$ cat src/rtl/pll_lock_seq.sv
`default_nettype none
// ============================================================================
//  Module      : pll_lock_seq
//  Description : Reset/lock sequencer for the HDMI system PLL. Holds the PLL
//                in reset, waits for its extlock output, qualifies lock over a
//                stability window and only then releases the downstream
//                active-low system reset. Lock loss or lock timeout re-runs
//                the sequence; too many failed attempts park the block in a
//                sticky FAULT state until rst_n.
//                Clocked from the free-running board reference clock, never
//                from a PLL output clock.
//  Ports       : clk        in   reference clock (same source as PLL refclk)
//                rst_n      in   asynchronous active-low reset
//                extlock    in   PLL lock indication, asynchronous to clk
//                pll_reset  out  active-high reset to the PLL
//                sys_rst_n  out  active-low reset for PLL-clocked logic
//                locked     out  high only while running with a good lock
//                retry_cnt  out  failed attempts since rst_n, saturates at 15
//                fault      out  sticky fault flag
//  Revision    : 1.0 - initial release
// ============================================================================
module pll_lock_seq #(
    parameter int RST_HOLD     = 16,     // cycles pll_reset is held per attempt
    parameter int LOCK_STABLE  = 1024,   // consecutive lock cycles before release
    parameter int LOCK_TIMEOUT = 65536,  // cycles allowed waiting for lock
    parameter int MAX_RETRY    = 7       // failed attempts before FAULT, 0 = never
) (
    input  logic       clk,
    input  logic       rst_n,
    input  logic       extlock,
    output logic       pll_reset,
    output logic       sys_rst_n,
    output logic       locked,
    output logic [3:0] retry_cnt,
    output logic       fault
);

    // ------------------------------------------------------------------------
    // Constants
    // ------------------------------------------------------------------------
    localparam int c_cnt_w = $clog2(LOCK_TIMEOUT + 1);

    localparam logic [c_cnt_w-1:0] c_rst_hold_last = c_cnt_w'(RST_HOLD - 1);
    localparam logic [c_cnt_w-1:0] c_stable_last   = c_cnt_w'(LOCK_STABLE - 1);
    localparam logic [c_cnt_w-1:0] c_timeout_last  = c_cnt_w'(LOCK_TIMEOUT - 1);
    localparam logic [c_cnt_w-1:0] c_cnt_one       = c_cnt_w'(1);

    localparam logic [3:0] c_max_retry     = 4'(MAX_RETRY);
    localparam logic [3:0] c_retry_sat     = 4'hF;
    localparam bit         c_retry_limited = (MAX_RETRY != 0);

    // ------------------------------------------------------------------------
    // State encoding
    // ------------------------------------------------------------------------
    typedef enum logic [2:0] {
        ST_RST_PLL   = 3'd0,
        ST_WAIT_LOCK = 3'd1,
        ST_STABLE    = 3'd2,
        ST_RUN       = 3'd3,
        ST_FAULT     = 3'd4
    } state_t;

    // ------------------------------------------------------------------------
    // Declarations
    // ------------------------------------------------------------------------
    logic               r_sync_meta;
    logic               r_lock_s;
    state_t             r_state;
    logic [c_cnt_w-1:0] r_cnt;
    logic [3:0]         r_retry;
    logic               r_pll_reset;
    logic               r_sys_rst_n;
    logic               r_locked;
    logic               r_fault;

    state_t             w_state_nxt;
    logic               w_fail;
    logic [3:0]         w_retry_inc;
    logic               w_cnt_active;

    // ------------------------------------------------------------------------
    // extlock synchroniser. Everything downstream looks only at r_lock_s, so
    // a lock edge takes two clocks to become visible to the sequencer.
    // ------------------------------------------------------------------------
    always_ff @(posedge clk or negedge rst_n) begin
        if (!rst_n) begin
            r_sync_meta <= 1'b0;
            r_lock_s    <= 1'b0;
        end else begin
            r_sync_meta <= extlock;
            r_lock_s    <= r_sync_meta;
        end
    end

    // ------------------------------------------------------------------------
    // Next-state logic
    // ------------------------------------------------------------------------
    always_comb begin
        w_state_nxt = r_state;
        w_fail      = 1'b0;
        w_retry_inc = (r_retry == c_retry_sat) ? c_retry_sat : (r_retry + 4'd1);

        case (r_state)
            ST_RST_PLL: begin
                if (r_cnt == c_rst_hold_last) begin
                    w_state_nxt = ST_WAIT_LOCK;
                end
            end
            ST_WAIT_LOCK: begin
                // Lock seen wins over a timeout landing on the same cycle.
                if (r_lock_s) begin
                    w_state_nxt = ST_STABLE;
                end else if (r_cnt == c_timeout_last) begin
                    w_fail = 1'b1;
                end
            end
            ST_STABLE: begin
                // A dropout inside the window is not charged as a retry; the
                // PLL simply goes back to waiting with a fresh timeout.
                if (!r_lock_s) begin
                    w_state_nxt = ST_WAIT_LOCK;
                end else if (r_cnt == c_stable_last) begin
                    w_state_nxt = ST_RUN;
                end
            end
            ST_RUN: begin
                // Losing lock while running is charged, so a PLL that keeps
                // dropping out ends up in FAULT rather than cycling forever.
                if (!r_lock_s) begin
                    w_fail = 1'b1;
                end
            end
            ST_FAULT: begin
                w_state_nxt = ST_FAULT;
            end
            default: begin
                w_state_nxt = ST_RST_PLL;
            end
        endcase

        if (w_fail) begin
            if (c_retry_limited && (w_retry_inc >= c_max_retry)) begin
                w_state_nxt = ST_FAULT;
            end else begin
                w_state_nxt = ST_RST_PLL;
            end
        end
    end

    // Only the timed states need the counter; it idles at zero elsewhere.
    assign w_cnt_active = (r_state == ST_RST_PLL)   ||
                          (r_state == ST_WAIT_LOCK) ||
                          (r_state == ST_STABLE);

    // ------------------------------------------------------------------------
    // State, counter and retry registers
    // ------------------------------------------------------------------------
    always_ff @(posedge clk or negedge rst_n) begin
        if (!rst_n) begin
            r_state <= ST_RST_PLL;
            r_cnt   <= '0;
            r_retry <= 4'd0;
        end else begin
            r_state <= w_state_nxt;

            // The counter restarts on every state change, so each state's
            // timing is measured from its own entry.
            if (w_state_nxt != r_state) begin
                r_cnt <= '0;
            end else if (w_cnt_active) begin
                r_cnt <= r_cnt + c_cnt_one;
            end

            if (w_fail) begin
                r_retry <= w_retry_inc;
            end
        end
    end

    // ------------------------------------------------------------------------
    // Registered outputs, decoded from the current state. This puts one clock
    // between a state change and the pins: sys_rst_n/locked rise the cycle
    // after RUN is entered and fall the cycle after RUN is left, which keeps
    // the outputs glitch-free for the PLL and the downstream reset trees.
    // ------------------------------------------------------------------------
    always_ff @(posedge clk or negedge rst_n) begin
        if (!rst_n) begin
            r_pll_reset <= 1'b1;
            r_sys_rst_n <= 1'b0;
            r_locked    <= 1'b0;
            r_fault     <= 1'b0;
        end else begin
            r_pll_reset <= (r_state == ST_RST_PLL) || (r_state == ST_FAULT);
            r_sys_rst_n <= (r_state == ST_RUN);
            r_locked    <= (r_state == ST_RUN);
            r_fault     <= (r_state == ST_FAULT);
        end
    end

    assign pll_reset = r_pll_reset;
    assign sys_rst_n = r_sys_rst_n;
    assign locked    = r_locked;
    assign retry_cnt = r_retry;
    assign fault     = r_fault;

endmodule
`default_nettype wire

$ cat config.mk
export PLATFORM = sky130hd
export DESIGN_NAME = pll_lock_seq
export DESIGN_NICKNAME = d
export VERILOG_FILES = /design/src/rtl/pll_lock_seq.sv
export SDC_FILE = /design/constraint.sdc
export NUM_CORES = 1
export LEC_CHECK = 0
export ABC_AREA = 1
export CORE_ASPECT_RATIO = 1.4
export CORE_MARGIN = 10
export CORE_UTILIZATION = 45
export CTS_CLUSTER_SIZE = 40
export DETAILED_ROUTE_END_ITERATION = 10
export PLACE_DENSITY = 0.68
export SYNTH_ARGS = -nofsm -noshare
export SYNTH_HDL_FRONTEND = slang
export SYNTH_SLANG_ARGS = --single-unit
export TNS_END_PERCENT = 100
$ cat constraint.sdc
create_clock -name clk -period 6.1 [get_ports clk]
set_input_delay 1.22 -clock clk [delete_from_list [all_inputs] [get_ports clk]]
set_output_delay 1.22 -clock clk [all_outputs]
set_load 0.02 [all_outputs]
**Yosys cells after proc, flatten, opt, wreduce, memory -nomap -nowiden**

Cells that the tools add are included.
W data, S select, Z words.

- Bits in registers: 29
- Bits of input ports: 3
- Output and inout port bits: 8
- Word-level logic and storage cells: 39

- Add/sub/neg operators: 2
- $lt $le $gt $ge: 1
- Equal/unequal tests: 9
- Muxes and demuxes: 14
- Reductions and logical operators: 5

Operators by type and width:

| cell | number |
|---|---|
| $mux W17 | 2 |
| $mux W3 | 6 |
| $add A17 B1 Y17 const B | 1 |
| $eq A17 B10 Y1 const B | 1 |
| $eq A17 B16 Y1 const B | 1 |
| $eq A17 B4 Y1 const B | 1 |
| $pmux W3 S5 | 1 |
| $eq A3 B2 Y1 const B | 2 |
| $add A4 B1 Y4 const B | 1 |
| $eq A4 B4 Y1 const B | 1 |
| $ge A4 B3 Y1 const B | 1 |
| $mux W4 | 1 |
| $eq A3 B1 Y1 const B | 1 |
| $eq A3 B3 Y1 const B | 1 |
| $logic_not A3 Y1 | 1 |
| $logic_or A1 B1 Y1 | 3 |
| $mux W1 | 3 |
| $ne A3 B3 Y1 | 1 |
| $pmux W1 S2 | 1 |
| $reduce_bool A2 Y1 | 1 |

**Logic depth before layout (Yosys ltp)**

Gate-level depths: netlist of run 1.

- Depth in word-level cells: 7
- Depth in mapped cells: 14
- Depth with buffers taken out: 13

**Worst setup path before layout of run 1**

Ideal clock, no wire load.

- Path type: register -> register
- Start: register r_cnt[0]
- End: register r_cnt[16]
- Library setup time: 122 ps
- Data arrival time: 1914 ps
- Data required time: 5978 ps
- Setup slack: 4064 ps
- Cell stages (with the launch flop): 15
- Path buffers: 1
- Clock period less this slack: 2036 ps
- Path through: dfrtp_1 ha_1 nand3_1 nor2_1 inv_1 nor2_1 ha_1 nor2_1 nor2_2 o21ai_1 o21ai_2 nor2_1 nand3_4 buf_6 nor2_2

- Cells in the longest elaborated chain, start to end: 7
- Elaborated cells between the ends (all ways): 16
- Classes of those cells: 1 x add/sub; 4 x eq/ne; 10 x mux; 1 x reduce/logical

RTL lines:

| what | RTL line | source |
|---|---|---|
| start, declared | 69 | `logic [c_cnt_w-1:0] r_cnt;` |
| start signal, assigned | 171 | `r_cnt <= r_cnt + c_cnt_one;` |
| $eq A17 B10 Y1 / $eq A17 B16 Y1 (equally long branches) | 122, 113 |  |
| $mux W3 / $mux W1 (equally long branches) | 122, 113 |  |
| $mux W3 / $mux W1 (equally long branches) | 120, 111 |  |
| $pmux W3 S5 / $pmux W1 S2 (equally long branches) | 103 | `case (r_state)` |
| $mux W3 | 141 | `if (w_fail) begin` |
| $ne A3 B3 Y1 | 168 | `if (w_state_nxt != r_state) begin` |
| $mux W17 / $reduce_bool A2 Y1 (equally long branches) | - |  |

Parallel ways exist; a longest one is shown, timed or not. The select of a mux whose other input is x is not followed.
A chain may end at the register's enable or synchronous reset.

**Worst setup path after layout of run 1**

- Start: register r_pll_reset, in the netlist pll_reset
- End: output port pll_reset

RTL lines:

| what | RTL line | source |
|---|---|---|
| start, declared | 71 | `logic r_pll_reset;` |
| start signal, assigned | 193 | `r_pll_reset <= (r_state == ST_RST_PLL) \|\| (r_state == ST_FAULT);` |
| end, declared | 31 | `output logic pll_reset,` |

No word-level cell between the ends.

==> flow_summary.ini, run 1 <==
[outcome]
status = finished, final reports clean

[synthesis]
yosysMostFrequentCell = nand2_1
ys_warn_count = 0
synthArstFlopShare_pct = 100
seq_area_frac_synth_pct = 47.1
synthTopCellsByArea = dfrtp_1, nand2_1, nor2_1
syn-num-nets = 188
synth_edf_count = 0
yosys-top-cells-count = nand2_1, nor2_1, dfrtp_1
synth_cell_types = 25
synth.top_cell.area_share_pct = 45.4
synth_largest_area_cell = dfrtp_1
synthCells = 182
avgSynthCellArea_um2 = 8.48
synth_seq_cells = 29
synth-main-ff-cell = dfrtp_1
netlist_area_um2 = 1540

[drt]
drc_errors = 0
first_pass_iters = 4
ant_nets = 0
via_count = 1218
vias_per_cell = 5.12
drtIter0Drc = 40
routed_wirelength_um = 3090
wl_per_cell_um = 13.0

[power]
ir_worst_vdd_v = 0.000270
leakage_nw = 0.849
pwr_density_cell_nw_per_um2 = 349

[place]
io_buffers = 10
pre_cts_slack_ns = 3.79
place.gp.congestion = 0.836
place_inst = 230
hpwl_um = 2260

[clock_network]
clkLatencyLatePin_ns = 0.28
htreeDepth = 2
cts.sinks = 29
cts_tree = done
holdBufCountCts = 0
numCtsBuffers = 5
clockRootBuffer = clkbuf_8
cts_resized = 0
cts_buffer_depth = 2
path_clk_slew_ns = 0.06
post-cts-setup-buffer-count = 0

[hold_path]
hp-start = r_sync_meta
whs_path_depth = 0
hold_path_class = flip-flop to flip-flop
hold_end = r_lock_s

[critical_path]
r2r_start = r_cnt[0]
cp_top_family = buffers and inverters
crit_path_max_incr_delay_ns = 0.60
rrSetupSlack_ns = 3.78
r2r_end = r_cnt[13]
worstPathRequired_ns = 4.88
cp_num_cells = 1
cpMaxStageDelayCell = clkdlybuf4s50_1
start_kind = flip-flop
rr_worst_depth = 13
cp_max_fo = 1
worstSetupEndpointType = output port
path_buf_inv = 1
critical_path_arrival_ns = 1.39
crit_chain = clkdlybuf4s50_1
path_class = flip-flop to output port

[floorplan]
initial_utilization_pct = 46.1
dieArea_um2 = 6200
die_w_um = 69.5
num_rows = 25
die_h_um = 89.3
core_area_um2 = 3350
ioPinCount = 11

[cells_and_area]
num-fill-cells = 312
layout.cells.non_filler = 238
utilization_pct = 52.6
syn2layout_area_growth_pct = 14.1
drive_gt1_share_pct = 12.6
antenna_cells = 0
regArea_um2 = 727
nets = 203
multi_input_comb_area_um2 = 707

[global_route]
grt_usage_pct = 11.2
grt_max_degree = 30
antenna_found_initial = 0
overflow = 0
grt_pass1_wl_um = 5580
first_global_vias = 1305

[sta]
slew_viol_final = 0
rsz0062_at_grt = no
worst_hold_slack_ns = 0.359
worst_slack_ns = 3.49
hold_viol = 0
worst_pin_slew_ns = 0.422
fmax_mhz = 383
fin_skew_ns = 0.00521
relSlewSlack_pct = 71.6
finalCritPeriodShare_pct = 42.8
finalSetupTns_ns = 0
setup_viol = 0
layout_min_cycle_time_ns = 2.61

[job]
drv_cap = 0
## layer usage
metal	GRT usage (%)	routed length, µm
met3	3.78	110
met4	7.71	84
met1	9.80	1200
met2	21.3	1690
met5	0	0
## kinds of logic after synthesis
logic type / after synthesis / synth area share (%)
mux: 1 / 0.649
simple gates: 100 / 29.8
xor+xnor: 16 / 9.08
buf+inv: 24 / 7.06
fa+ha+maj: 3 / 2.43
compound gates: 9 / 3.81
flops: 29 / 47.1
## flip-flops by register name, indices dropped and copies added (netlist names)
register and count:
pll_reset 1, r_cnt 17, r_sync_meta 1, r_state 3, locked 1, fault 1
r_lock_s 1, retry_cnt 4
## cell type report
class	instances	area share [%]
clock buffers	8	5.12
inverters	21	4.48
multi-input cells	129	40.2
flip-flops and latches	29	41.3
well taps	40	2.84
repair buffers	11	6.11
## stage by stage
step           power, mW  cell area, µm²
4_1_cts            0.625            1760
2_1_floorplan      0.418            1540
3_3_place_gp       0.451            1670
5_1_grt            0.658            1760
3_5_place_dp       0.458            1670
6_report           0.614            1760
## how the worst max path moves through the flow
stage,from,endpoint,slack (ns)
final,pll_reset,pll_reset,3.49
after floorplan,r_cnt[0],r_cnt[16],4.06
after global placement,pll_reset,pll_reset,3.79
after global routing,pll_reset,pll_reset,3.45
after CTS,pll_reset,pll_reset,3.47
after detailed placement,pll_reset,pll_reset,3.79
## layout by cell type, fill, tap and decap left out
master           instances
or2_2                    1
clkdlybuf4s50_1         10
xor2_1                  12
dfrtp_1                 28
nand3_4                  1
nand4_1                  8
o21ai_1                  1
nor3_1                   2
o21ai_0                  4
buf_4                    1
clkbuf_1                 2
a21oi_1                  1
inv_2                    1
clkbuf_8                 6
o211ai_2                 1
nand3b_1                 2
nand3_1                  7
xnor2_1                  4
nand2_1                 37
dfstp_2                  1
ha_1                     3
mux2i_1                  1
o21ai_2                  1
nor2_1                  30
inv_1                   20
o211ai_1                 1
nor2_2                  12
## report_power, final
group | total (mW) | internal, mW | switching, mW
Sequential | 0.252 | 0.221 | 0.0312
Combinational | 0.201 | 0.0705 | 0.130
Clock | 0.161 | 0.0918 | 0.0697
(Power assumes the default switching activity.)
==> run 2: changes to the inputs <==
Settings changed: PLACE_DENSITY 0.68 to 0.7.
Clock period 6.1 ns to 2.4 ns, I/O delays scaled along.
==> run 2 against run 1 <==
Routed wire length decreased by 10%; utilization increased by 1.6 points; cell area increased by 3.1%; flip-flop and latch count unchanged; critical path depth increased by 13; die area unchanged; register-to-register slack got worse by 3.6 ns; final cell count increased by 1.3%; clock power increased to 2.6 times the previous value; critical path type is now flip-flop to flip-flop; largest power group unchanged; highest routed layer unchanged.
==> flow_summary.ini, run 2 (synthesis results as in run 1) <==
[sta]
worst_hold_slack_ns = 0.354
fin_skew_ns = 0.00598
finalCritPeriodShare_pct = 91.5
worst_pin_slew_ns = 0.383
layout_min_cycle_time_ns = 2.20
slew_viol_final = 0
setup_viol = 0
relSlewSlack_pct = 74.2
hold_viol = 0
fmax_mhz = 455

[clock_network]
cts.sinks = 29
cts_buffer_depth = 2
htreeDepth = 2
clkLatencyLatePin_ns = 0.27
holdBufCountCts = 0
path_clk_slew_ns = 0.06
numCtsBuffers = 5
cts_tree = done
clockRootBuffer = clkbuf_8

[floorplan]
num_rows = 25
core_area_um2 = 3350
ioPinCount = 11
dieArea_um2 = 6200
die_h_um = 89.3
initial_utilization_pct = 46.1
die_w_um = 69.5

[global_route]
use_met2_pct = 17.4
grt_max_degree = 30
overflow = 0
busiest_layer = met2
grtUsageMet3_pct = 3.44
antenna_found_initial = 0
first_global_vias = 1188
grt_pass1_wl_um = 5030
grt_usage_pct = 9.92
grt_util_met1_pct = 10.1

[drt]
routed_wirelength_um = 2780
ant_nets = 0
wl_per_cell_um = 11.5
vias_per_cell = 4.86
drtIter0Drc = 27
via_count = 1171
first_pass_iters = 4
drc_errors = 0

[power]
ir_worst_vdd_v = 0.000683
p_comb_share_pct = 34.8
power_frac_clock_pct = 26.1
leakage_nw = 0.882
p_seq_share_pct = 39.2
power.internal_mw = 1.02
p_sw_share_pct = 37.1
p_switching_mw = 0.603
pwr_density_cell_nw_per_um2 = 895

[critical_path]
r2r_end = r_cnt[16]
rr_worst_depth = 14
worstPathRequired_ns = 2.60
cp_max_fo = 8
critical_path_arrival_ns = 2.40
start_kind = flip-flop
worstSetupEndpointType = flip-flop
path_class = flip-flop to flip-flop
r2r_start = r_cnt[0]
rrSetupSlack_ns = 0.20

[cells_and_area]
nets = 206
fin_area_um2 = 1810
largest_reg_flops = 17
final_cell_mix = nand2_1, nor2_1, dfrtp_1, inv_1, nor2_2
regMostFlops = r_cnt
syn2layout_area_growth_pct = 17.6
antenna_cells = 0
layout_commonest_cell = nand2_1
drive_gt1_share_pct = 15.9

[place]
place_area_um2 = 1670
io_buffers = 10
place.gp.congestion = 0.898
hpwl_um = 2070

[outcome]
status = finished, final reports clean

[hold_path]
hold_path_class = flip-flop to flip-flop
hold_end = r_lock_s
whs_path_depth = 0
hp-start = r_sync_meta

[job]
drv_cap = 0
## run 2: layout make-up
cell class / count / area, µm²
fill: 317 / 1530
multi-input combinational: 130 / 734
sequential: 29 / 727
timing repair buffer: 13 / 123
clock buffer: 7 / 96.3
inverter: 21 / 78.8
tap: 40 / 50.0
clock inverter: 1 / 5.00
## run 2: worst max path at each step
stage                        start        end  slack (ns)  cells after the start
after floorplan           r_cnt[0]  r_cnt[16]        0.36                     14
after global placement    r_cnt[0]  r_cnt[10]        0.23                     13
after detailed placement  r_cnt[0]  r_cnt[11]        0.11                     13
after CTS                 r_cnt[0]  r_cnt[11]        0.09                     13
after global routing      r_cnt[0]   r_cnt[0]      -0.003                     14
final                     r_cnt[0]  r_cnt[16]        0.20                     14
## run 2: power groups by stage
stage | clock network (mW) | logic [mW] | registers, mW
after floorplan | 0 | 0.411 | 0.651
after global placement | 0 | 0.509 | 0.643
after detailed placement | 0 | 0.512 | 0.644
after CTS | 0.442 | 0.515 | 0.635
after global routing | 0.465 | 0.636 | 0.648
final | 0.423 | 0.564 | 0.636
## run 2: routing by layer
metal	vias to the layer above	wire length [µm]
li1	609	-
met1	537	1140
met2	18	1470
met3	7	102
met4	0	59
met5	-	0
## run 2: what timing repair did
| action | in CTS | in global routing |
|---|---|---|
| setup buffers | 0 | 2 |
| resized for setup | 0 | 4 |
| endpoints found under the setup margin | 0 | 17 |
## run 2: worst max-delay path, stage by stage, from the launching register on
cell	delay, ns
dfrtp_1	0.40
ha_1	0.22
nand3_1	0.13
nor2_2	0.07
inv_1	0.07
nor2_1	0.05
ha_1	0.17
nor2_1	0.11
nor2_2	0.06
buf_4	0.13
o211ai_1	0.12
o21ai_2	0.12
nor2_4	0.18
nand3_4	0.17
nor2_2	0.12
## run 2: through the flow
step                util [%]  total power, mW  setup WS (ns)  instances   TNS, ns
global placement        49.9             1.15          0.230        230         0
detailed placement      49.9             1.16          0.107        230         0
floorplan                  -             1.06          0.364        182         0
CTS                     52.9             1.59         0.0937        238         0
finish                  54.2             1.62          0.203        241         0
global route            54.2             1.75       -0.00265        241  -0.00265
